`config.mk`:
```
export PLATFORM = sky130hd
export DESIGN_NAME = terminal_char_sender
export DESIGN_NICKNAME = d
export VERILOG_FILES = /design/src/rtl/terminal_char_sender.sv
export SDC_FILE = /design/constraint.sdc
export NUM_CORES = 1
export LEC_CHECK = 0
export ABC_AREA = 1
export CELL_PAD_IN_SITES_DETAIL_PLACEMENT = 1
export CELL_PAD_IN_SITES_GLOBAL_PLACEMENT = 1
export CORE_MARGIN = 3
export CORE_UTILIZATION = 47
export DETAILED_ROUTE_END_ITERATION = 16
export PLACE_DENSITY_LB_ADDON = 0.1
export SYNTH_ARGS = -nofsm -noshare
export SYNTH_HDL_FRONTEND = slang
export SYNTH_SLANG_ARGS = --single-unit
```
`constraint.sdc`:
```
create_clock -name clk -period 2.8 [get_ports clk]
set_input_delay 0.28 -clock clk [delete_from_list [all_inputs] [get_ports clk]]
set_output_delay 0.28 -clock clk [all_outputs]
set_load 0.05 [all_outputs]
```
`src/rtl/terminal_char_sender.sv`:
```
// Sender side of the terminal character interface: buffers host characters in a
// small FIFO and offers them one at a time to the terminal over the DA/RDA handshake.
module terminal_char_sender #(
  parameter int unsigned DEPTH   = 8,
  parameter int unsigned TIMEOUT = 1024,
  parameter int unsigned UPCASE  = 1
) (
  input  logic       clk,
  input  logic       mr_n,
  input  logic       wr_en,
  input  logic [6:0] wr_data,
  output logic       full,
  output logic       overflow,
  output logic       timeout,
  input  logic       clr_err,
  input  logic       rda,
  output logic       da,
  output logic [6:0] char_out,
  output logic       busy
);

  localparam int unsigned AW = $clog2(DEPTH);
  localparam int unsigned CW = AW + 1;
  localparam int unsigned TW = 16;

  typedef enum logic [1:0] {
    IDLE,
    PRESENT,
    WAIT_RDY
  } state_t;

  logic [6:0]    mem_q [DEPTH];
  logic [AW-1:0] wr_ptr_q;
  logic [AW-1:0] rd_ptr_q;
  logic [CW-1:0] count_q;
  logic [CW-1:0] count_d;
  state_t        state_q;
  logic [TW-1:0] timer_q;
  logic          da_q;
  logic [6:0]    char_q;
  logic          ovf_q;
  logic          tmo_q;

  logic          full_w;
  logic          push;
  logic          pop;
  logic          ovf_set;
  logic          tmo_set;
  logic [6:0]    wr_conv;

  always_comb begin
    wr_conv = wr_data;
    if ((UPCASE != 0) && (wr_data >= 7'h61) && (wr_data <= 7'h7A)) begin
      wr_conv = wr_data - 7'h20;
    end
  end

  // Full is taken from the registered count, so a write while full is dropped
  // even if a pop happens on the same edge.
  always_comb begin
    full_w  = (count_q == CW'(DEPTH));
    push    = wr_en && !full_w;
    pop     = (state_q == IDLE) && (count_q != '0) && rda;
    ovf_set = wr_en && full_w;
    tmo_set = (state_q == PRESENT) && rda && (timer_q == TW'(TIMEOUT - 1));
    count_d = count_q;
    if (push && !pop) begin
      count_d = count_q + 1'b1;
    end else if (!push && pop) begin
      count_d = count_q - 1'b1;
    end
  end

  always_ff @(posedge clk) begin
    if (push) begin
      mem_q[wr_ptr_q] <= wr_conv;
    end
  end

  always_ff @(posedge clk or negedge mr_n) begin
    if (!mr_n) begin
      wr_ptr_q <= '0;
      rd_ptr_q <= '0;
      count_q  <= '0;
      ovf_q    <= 1'b0;
    end else begin
      if (push) begin
        wr_ptr_q <= wr_ptr_q + 1'b1;
      end
      if (pop) begin
        rd_ptr_q <= rd_ptr_q + 1'b1;
      end
      count_q <= count_d;
      if (ovf_set) begin
        ovf_q <= 1'b1;
      end else if (clr_err) begin
        ovf_q <= 1'b0;
      end
    end
  end

  always_ff @(posedge clk or negedge mr_n) begin
    if (!mr_n) begin
      state_q <= IDLE;
      timer_q <= '0;
      da_q    <= 1'b0;
      char_q  <= '0;
      tmo_q   <= 1'b0;
    end else begin
      case (state_q)
        IDLE: begin
          if (pop) begin
            char_q  <= mem_q[rd_ptr_q];
            timer_q <= '0;
            da_q    <= 1'b1;
            state_q <= PRESENT;
          end
        end
        PRESENT: begin
          if (!rda) begin
            da_q    <= 1'b0;
            state_q <= WAIT_RDY;
          end else if (tmo_set) begin
            da_q    <= 1'b0;
            state_q <= IDLE;
          end else begin
            timer_q <= timer_q + 1'b1;
          end
        end
        WAIT_RDY: begin
          if (rda) begin
            state_q <= IDLE;
          end
        end
        default: begin
          da_q    <= 1'b0;
          state_q <= IDLE;
        end
      endcase
      if (tmo_set) begin
        tmo_q <= 1'b1;
      end else if (clr_err) begin
        tmo_q <= 1'b0;
      end
    end
  end

  assign full     = full_w;
  assign overflow = ovf_q;
  assign timeout  = tmo_q;
  assign da       = da_q;
  assign char_out = char_q;
  assign busy     = (count_q != '0) || (state_q != IDLE);

endmodule

```
==> results of run 1 <==
## where the power goes
| part | total, mW | switching (mW) | internal [mW] |
|---|---|---|---|
| combinational | 1.79 | 1.21 | 0.586 |
| sequential | 1.99 | 0.232 | 1.76 |
| clock | 0.933 | 0.507 | 0.426 |
## cells in the mapped netlist (2+ instances only)
library cell / n
a21oi_1: 3
buf_1: 2
buf_2: 5
buf_6: 2
clkbuf_1: 4
dfrtp_1: 38
edfxtp_1: 56
ha_1: 7
inv_1: 26
nand2_1: 96
nand2_2: 2
nand2_4: 2
nand3_1: 27
nand4_1: 5
nor2_1: 79
nor2_4: 4
o211ai_1: 15
o21ai_0: 38
o21ai_1: 4
o21ai_2: 5
o21bai_1: 4
xnor2_1: 4
xor2_1: 8
## layout make-up
class                   instances  area [um2]
clock inverters                 7        80.1
well taps                     108         135
multi-input cells             312        1600
flip-flops and latches         94        2630
fillers                      1010        3930
clock buffers                   9         124
inverters                      29         114
repair buffers                 36         323
## stage by stage
step | util | cells | total power [mW] | setup WS [ns]
3_3_place_gp | 0.538 | 579 | 3.74 | 0.544
5_1_grt | 0.560 | 595 | 5.06 | 0.0913
3_5_place_dp | 0.538 | 579 | 3.84 | 0.337
6_report | 0.560 | 595 | 4.72 | 0.424
4_1_cts | 0.560 | 595 | 4.78 | 0.417
2_1_floorplan | - | 449 | 3.24 | 0.500
## sequential cells by signal, indices dropped and copies added, names as in the netlist
name,cells
char_out,7
rd_ptr_q,3
state_q,2
count_q,4
mem_q,56
wr_ptr_q,3
timer_q,16
overflow,1
da,1
timeout,1
## cell families after synthesis
| logic type | after synthesis | share of synthesized area |
|---|---|---|
| multiplexers | 1 | 0.00255 |
| AND/OR/NAND/NOR | 221 | 0.214 |
| AO/OA/AOI/OAI | 70 | 0.0968 |
| buffers and inverters | 43 | 0.0433 |
| XOR/XNOR | 12 | 0.0238 |
| adder cells (fa/ha/maj) | 8 | 0.0243 |
| flip-flops | 94 | 0.595 |
## routing by layer
metal	global-route usage	part of all wire
met2	0.369	0.49
met3	0.0271	0.036
met1	0.295	0.46
met5	0	0
met4	0.0548	0.013
## worst reg2reg max path, cell delays in order (launching register included)
cell	delay [ns]
dfrtp_1	0.45
nor2_1	0.19
nand3_1	0.12
nand2_1	0.11
inv_1	0.09
ha_1	0.20
inv_1	0.15
ha_1	0.30
a21oi_1	0.16
nand2_1	0.10
a21oi_1	0.17
o21ai_0	0.11
nand2_1	0.07
nand2_1	0.05
## worst max-delay path by stage
stage	startpoint	endpoint	slack [ns]	depth (start not counted)
final	count_q[0]$_DFFE_PN0P_	count_q[3]$_DFFE_PN0P_	0.42	13
after global routing	count_q[0]$_DFFE_PN0P_	count_q[3]$_DFFE_PN0P_	0.09	13
after CTS	count_q[0]$_DFFE_PN0P_	count_q[3]$_DFFE_PN0P_	0.42	13
after detailed placement	wr_data[1]	mem_q[7][6]$_DFFE_PP_	0.34	6
after global placement	wr_en	count_q[3]$_DFFE_PN0P_	0.54	12
after floorplan	count_q[0]$_DFFE_PN0P_	count_q[3]$_DFFE_PN0P_	0.50	13
==> results.ini, run 1 <==
[synth]
yosysTopAreaCell=edfxtp_1
syn_inst=449
syn_nets=469
yosys_warnings=0
synth_cell_types=36
synth-edff-count=56
syn_area_per_cell_um2=9.85
synth.top_cell.area_share=0.380
synth.area.top_cells=edfxtp_1, dfrtp_1, nand2_1
syn-cell-area_um2=4420
synthArstFlopShare=0.404
synth_seq_cells=94
synthFlopType=edfxtp_1
yosysSeqAreaShare=0.595

[routing]
dr.pass1.iters=4
drt_wl_total_um=10500
vias=3234
via_per_inst=5.44
detail-route-antenna-nets=0
drc_errors=0
first_iter_violations=148
routedWlPerCell_um=17.6

[worst_setup_path]
r2r_start=count_q[0]$_DFFE_PN0P_
crit_chain=nor2_1, nand3_1, nand2_1, inv_1, ha_1, inv_1, ha_1, a21oi_1, nand2_1, a21oi_1, o21ai_0, nand2_1, nand2_1
crit_arrival_ns=2.63
critical_path.top_delay_family=simple AND/OR/NAND/NOR gates
worstReg2RegEnd=count_q[3]$_DFFE_PN0P_
r2r_cells=13
end_kind=flip-flop
startpoint_type=flip-flop
cp_num_buf_inv=2
crit_fanout=6
critPathRequiredTime_ns=3.05
crit_top_cell=nand2_1
worst_path_max_delay_cell=dfrtp_1
regToRegSetupSlack_ns=0.42
critPathKind=flip-flop to flip-flop
cpPeakStageDelay_ns=0.45

[cells_and_area]
diodes=0
post-route-cell-area_um2=5010
nets=502
area_growth_pct=13.2
final_common_cell=nand2_1
drive_above_1_share=0.101
mostFrequentLayoutCells=nand2_1, nor2_1, edfxtp_1

[timing]
timing.fmax_mhz=421
clock_skew_ns=0.00643
setup_viol=0
rsz0062_at_grt=false
tightest_slew_ns=0.978
finalCritPeriodShare=0.849
hold_viol_final=0
finalSetupTns_ns=0
slew_headroom=0.348
slew_viol_final=0
whs_ns=0.0464
period_needed_ns=2.38

[global_route]
antenna_found_initial=0
grtUsageTotal=0.216
grt_pass1_vias=3390
grt_max_degree=39
gr-total-overflow=0
grt_pass1_wl_um=17300

[floorplan]
dieArea_um2=10600
core-area_um2=8930
die_x_um=103
io_pins=24
die_y_um=103
start_util=0.495
row_count=34

[clock_tree]
clkLatencyLatePin_ns=0.36
cts.sink_count=94
htree_levels=3
post_cts_buffers=0
cts_max_path_buffers=2
ctsHoldBuffers=0
cts-root-buf=clkbuf_8
cts_buffers=9
path_clk_slew_ns=0.10
cts_resized=0
cts_tree=yes

[power]
vdd_drop_max_uv=579
power.density_nw_per_um2=943
cellLeakagePower_nw=1.98

[place]
hpwl_um=7170
gp_congestion=0.817
portBuffers=23
dpl-instance-area_um2=4800

[status]
status=completed

[run]
maxCapViolCount=0

[hold_path]
hp-class=input port to asynchronous set/reset pin

No activity file was read; power rests on OpenSTA's default activity.
==> inputs of run 2 (changes only) <==
--- a/config.mk
+++ b/config.mk
@@ -9,7 +9,7 @@
 export CELL_PAD_IN_SITES_DETAIL_PLACEMENT = 1
 export CELL_PAD_IN_SITES_GLOBAL_PLACEMENT = 1
 export CORE_MARGIN = 3
-export CORE_UTILIZATION = 47
+export CORE_UTILIZATION = 42
 export DETAILED_ROUTE_END_ITERATION = 16
 export PLACE_DENSITY_LB_ADDON = 0.1
 export SYNTH_ARGS = -nofsm -noshare
==> constraint.sdc (replaced) <==
create_clock -name clk -period 1.9 [get_ports clk]
set_input_delay 0.19 -clock clk [delete_from_list [all_inputs] [get_ports clk]]
set_output_delay 0.19 -clock clk [all_outputs]
set_load 0.05 [all_outputs]
==> results.ini, run 2 (synthesis results as in run 1) <==
[status]
status=completed

[power]
p_sw_frac=0.408
power_frac_clock=0.171
p_int_mw=4.30
comb_power_share=0.442
cellLeakagePower_nw=2.11
power.density_nw_per_um2=1370
vdd_drop_max_uv=767
switching_power_mw=2.97
seq_power_share=0.387

[routing]
detail-route-antenna-nets=0
vias=3338
via_per_inst=5.18
dr.pass1.iters=4
first_iter_violations=104
routedWlPerCell_um=16.6
drt_wl_total_um=10700
drc_errors=0

[timing]
setup_viol=0
setup_ws_ns=0.0136
timing.fmax_mhz=530
tightest_slew_ns=0.551
finalCritPeriodShare=0.993
rsz0062_at_grt=true
clock_skew_ns=0.00918
slew_viol_final=0
slew_headroom=0.630
hold_viol_final=0
period_needed_ns=1.89

[place]
portBuffers=23
gp_congestion=0.776
dp.cells=625
preCtsSetupSlack_ns=-0.108
hpwl_um=7370

[clock_tree]
cts_max_path_buffers=2
cts_buffers=9
cts.sink_count=94
htree_levels=3
cts_tree=yes
clkLatencyLatePin_ns=0.36
path_clk_slew_ns=0.09
cts-root-buf=clkbuf_8

[cells_and_area]
top_register=mem_q
final_common_cell=nand2_1
register_area_um2=2630
nFillCells=1159
drive_above_1_share=0.168
multi_input_comb_area_um2=1680
mostFrequentLayoutCells=nand2_1, nor2_1, edfxtp_1
largest_reg_flops=56
area_growth_pct=19.8
diodes=0
final_cells=645
nets=527

[worst_setup_path]
crit_arrival_ns=2.15
crit_chain=nor2_4, nand3_2, nand2_2, inv_2, ha_4, inv_4, ha_4, a21oi_2, nand2_2, a21oi_2, o21ai_1, nand2_1, nand2_1
critPathKind=flip-flop to flip-flop
critical_path.top_delay_family=simple AND/OR/NAND/NOR gates
cpPeakStageDelay_ns=0.41
critPathRequiredTime_ns=2.16
end_kind=flip-flop
cp_num_buf_inv=2
crit_fanout=4
startpoint_type=flip-flop
worst_path_max_delay_cell=dfrtp_1

[global_route]
grt_pass1_wl_um=17800
antenna_found_initial=0
grt_max_degree=39
grtUsageTotal=0.202
grt_pass1_vias=3533
gr-total-overflow=0

[floorplan]
die_y_um=109
row_count=36
dieArea_um2=11800
start_util=0.442
core-area_um2=10000
io_pins=24
die_x_um=109

[hold_path]
hp-class=input port to flip-flop

[run]
maxCapViolCount=0

==> run 2: what timing repair did <==
action                                  CTS  global route
hold buffers                              1             0
buffers inserted                          1             2
gates resized for setup                   3            11
endpoints found under the setup margin    2            29
endpoints found under the hold margin    38             0
pin swaps                                 5             9
==> run 2: per-layer routing <==
metal / vias to the layer above / wire, um / share of wire / GRT usage
li1: 1624 / - / - / -
met1: 1655 / 4960 / 0.46 / 0.262
met2: 48 / 5360 / 0.50 / 0.343
met3: 11 / 292 / 0.027 / 0.0352
met4: 0 / 106 / 0.0099 / 0.0640
met5: - / 0 / 0 / 0
==> run 2: power groups by stage <==
stage / registers, mW / logic (mW) / clock network [mW]
3_5_place_dp: 2.84 / 3.15 / 0
3_3_place_gp: 2.82 / 3.03 / 0
5_1_grt: 2.87 / 3.58 / 1.36
6_report: 2.82 / 3.22 / 1.24
4_1_cts: 2.80 / 3.18 / 1.27
2_1_floorplan: 3.14 / 1.75 / 0
==> run 2: layout make-up <==
type                       instances  share of cell area
tap                              133              0.0314
clock inverter                     4             0.00567
multi-input combinational        312               0.317
clock buffer                      12              0.0274
timing repair buffer              61              0.0992
inverter                          29              0.0220
sequential                        94               0.497
==> run 2: metrics by stage <==
| stage | hold WS [ns] | utilization | instance area [um2] | power (mW) | TNS [ns] |
|---|---|---|---|---|---|
| floorplan | -0.106 | - | 4470 | 4.89 | -0.0185 |
| global placement | 0.290 | 0.504 | 5040 | 5.85 | -0.0266 |
| detailed placement | 0.300 | 0.504 | 5040 | 6.00 | -0.811 |
| CTS | 0.404 | 0.524 | 5240 | 7.25 | 0 |
| global route | 0.414 | 0.530 | 5300 | 7.81 | -0.144 |
| finish | 0.421 | 0.530 | 5300 | 7.27 | 0 |
==> run 2: path summary, 6_finish.rpt <==
| path | from | end | slack [ns] | depth (start not counted) |
|---|---|---|---|---|
| max reg2reg | count_q[1]$_DFFE_PN0P_ | count_q[3]$_DFFE_PN0P_ | 0.01 | 13 |
| min in group asynchronous | mr_n | timer_q[10]$_DFFE_PN0P_ | 0.43 | 3 |
| max in group asynchronous | mr_n | count_q[2]$_DFFE_PN0P_ | 1.08 | 3 |
| max | count_q[1]$_DFFE_PN0P_ | count_q[3]$_DFFE_PN0P_ | 0.01 | 13 |
| min | clr_err | timeout$_DFFE_PN0P_ | 0.42 | 2 |
| min reg2reg | da$_DFFE_PN0P_ | da$_DFFE_PN0P_ | 0.48 | 2 |
==> inputs of run 3 (changes only) <==
--- a/config.mk
+++ b/config.mk
@@ -9,7 +9,7 @@
 export CELL_PAD_IN_SITES_DETAIL_PLACEMENT = 1
 export CELL_PAD_IN_SITES_GLOBAL_PLACEMENT = 1
 export CORE_MARGIN = 3
-export CORE_UTILIZATION = 42
+export CORE_UTILIZATION = 50
 export DETAILED_ROUTE_END_ITERATION = 16
 export PLACE_DENSITY_LB_ADDON = 0.1
 export SYNTH_ARGS = -nofsm -noshare
==> constraint.sdc (replaced) <==
create_clock -name clk -period 2.2 [get_ports clk]
set_input_delay 0.22 -clock clk [delete_from_list [all_inputs] [get_ports clk]]
set_output_delay 0.22 -clock clk [all_outputs]
set_load 0.05 [all_outputs]
==> results.ini, run 3 (synthesis results as in run 1) <==
[power]
p_total_mw=6.27
p_sw_frac=0.412
p_int_mw=3.69
power.density_nw_per_um2=1220
cellLeakagePower_nw=2.05
vdd_drop_max_uv=892
comb_power_share=0.416
switching_power_mw=2.58
seq_power_share=0.387
power_frac_clock=0.197

[worst_setup_path]
crit_arrival_ns=1.88
critPathRequiredTime_ns=1.98
crit_fanout=2
critPathKind=flip-flop to output port
r2r_cells=13
r2r_start=count_q[1]$_DFFE_PN0P_
worstReg2RegEnd=count_q[3]$_DFFE_PN0P_
cp-startpoint=count_q[1]$_DFFE_PN0P_
end_kind=output port
startpoint_type=flip-flop
regToRegSetupSlack_ns=0.13

[status]
status=completed

[global_route]
grtUsageTotal=0.235
grt_pass1_vias=3502
gr-total-overflow=0
grt_max_degree=39
grt_pass1_wl_um=18000
antenna_found_initial=0

[floorplan]
row_count=33
die_x_um=100
io_pins=24
die_y_um=100
core-area_um2=8380
dieArea_um2=10000
start_util=0.528

[cells_and_area]
final_cells=603
utilization=0.613
top_register=mem_q
final_common_cell=nand2_1
nets=513
mostFrequentLayoutCells=nand2_1, nor2_1, edfxtp_1
largest_reg_flops=56
diodes=0
drive_above_1_share=0.137
area_growth_pct=16.1
post-route-cell-area_um2=5130

[clock_tree]
cts_tree=yes
clkLatencyLatePin_ns=0.38
htree_levels=3
cts-root-buf=clkbuf_8
path_clk_slew_ns=0.09
cts_buffers=9
cts.sink_count=94
cts_max_path_buffers=2

[routing]
drc_errors=0
routedWlPerCell_um=18.1
detail-route-antenna-nets=0
dr.pass1.iters=4
drt_wl_total_um=10900
via_per_inst=5.54
first_iter_violations=155
vias=3338

[timing]
slew_headroom=0.386
hold_viol_final=0
period_needed_ns=2.10
setup_viol=0
setup_ws_ns=0.101
timing.fmax_mhz=476
whs_ns=0.437
slew_viol_final=0
clock_skew_ns=0.0123
finalSetupTns_ns=0
finalCritPeriodShare=0.954
tightest_slew_ns=0.922

[hold_path]
whs_endpoint=timeout$_DFFE_PN0P_
whs_path_depth=2
hold_path_startpoint=clr_err
hp-class=input port to flip-flop

[place]
portBuffers=23
hpwl_um=7460
gp_congestion=0.799
preCtsSetupSlack_ns=-0.0788
dp.cells=585
dpl-instance-area_um2=4880

[run]
maxCapViolCount=0

run 3: power groups by stage:
stage	Combinational, mW	Clock [mW]	Sequential, mW
floorplan	1.43	0	2.70
global placement	2.40	0	2.44
detailed placement	2.53	0	2.46
CTS	2.58	1.26	2.42
global route	2.89	1.34	2.47
finish	2.61	1.24	2.43
run 3: worst max path at each step:
stage               slack, ns                     end  cells past startpoint
floorplan                0.03  count_q[3]$_DFFE_PN0P_                     13
global placement         0.10  count_q[3]$_DFFE_PN0P_                     12
detailed placement      -0.08  count_q[3]$_DFFE_PN0P_                     13
CTS                      0.01  count_q[3]$_DFFE_PN0P_                     13
global route            -0.06  count_q[3]$_DFFE_PN0P_                     13
finish                   0.10                    busy                      4
run 3: what timing repair did:
action                                  4_1_cts  5_1_grt
hold buffers                                  1        0
gates resized for setup                       2        6
buffers inserted                              1        0
endpoints found under the setup margin        1        1
endpoints found under the hold margin        11        0
gates cloned                                  0        0
pin swaps                                     0        2
run 3: routing by layer:
metal	track usage	part of all wire
met5	0	0
met2	0.397	0.50
met4	0.0611	0.0088
met3	0.0396	0.033
met1	0.317	0.45
run 3: cell type report:
cell class,count,area (um2)
fillers,949,3250
flip-flops and latches,94,2630
multi-input cells,312,1630
repair buffers,47,418
well taps,105,131
clock buffers,9,124
inverters,29,114
clock inverters,7,85.1
run 3: critical path, stage by stage, from the launching register on:
cell and delay [ns]:
dfrtp_1 0.40, nor2_2 0.17, buf_4 0.14, nand3_1 0.08
clkdlybuf4s50_1 0.72
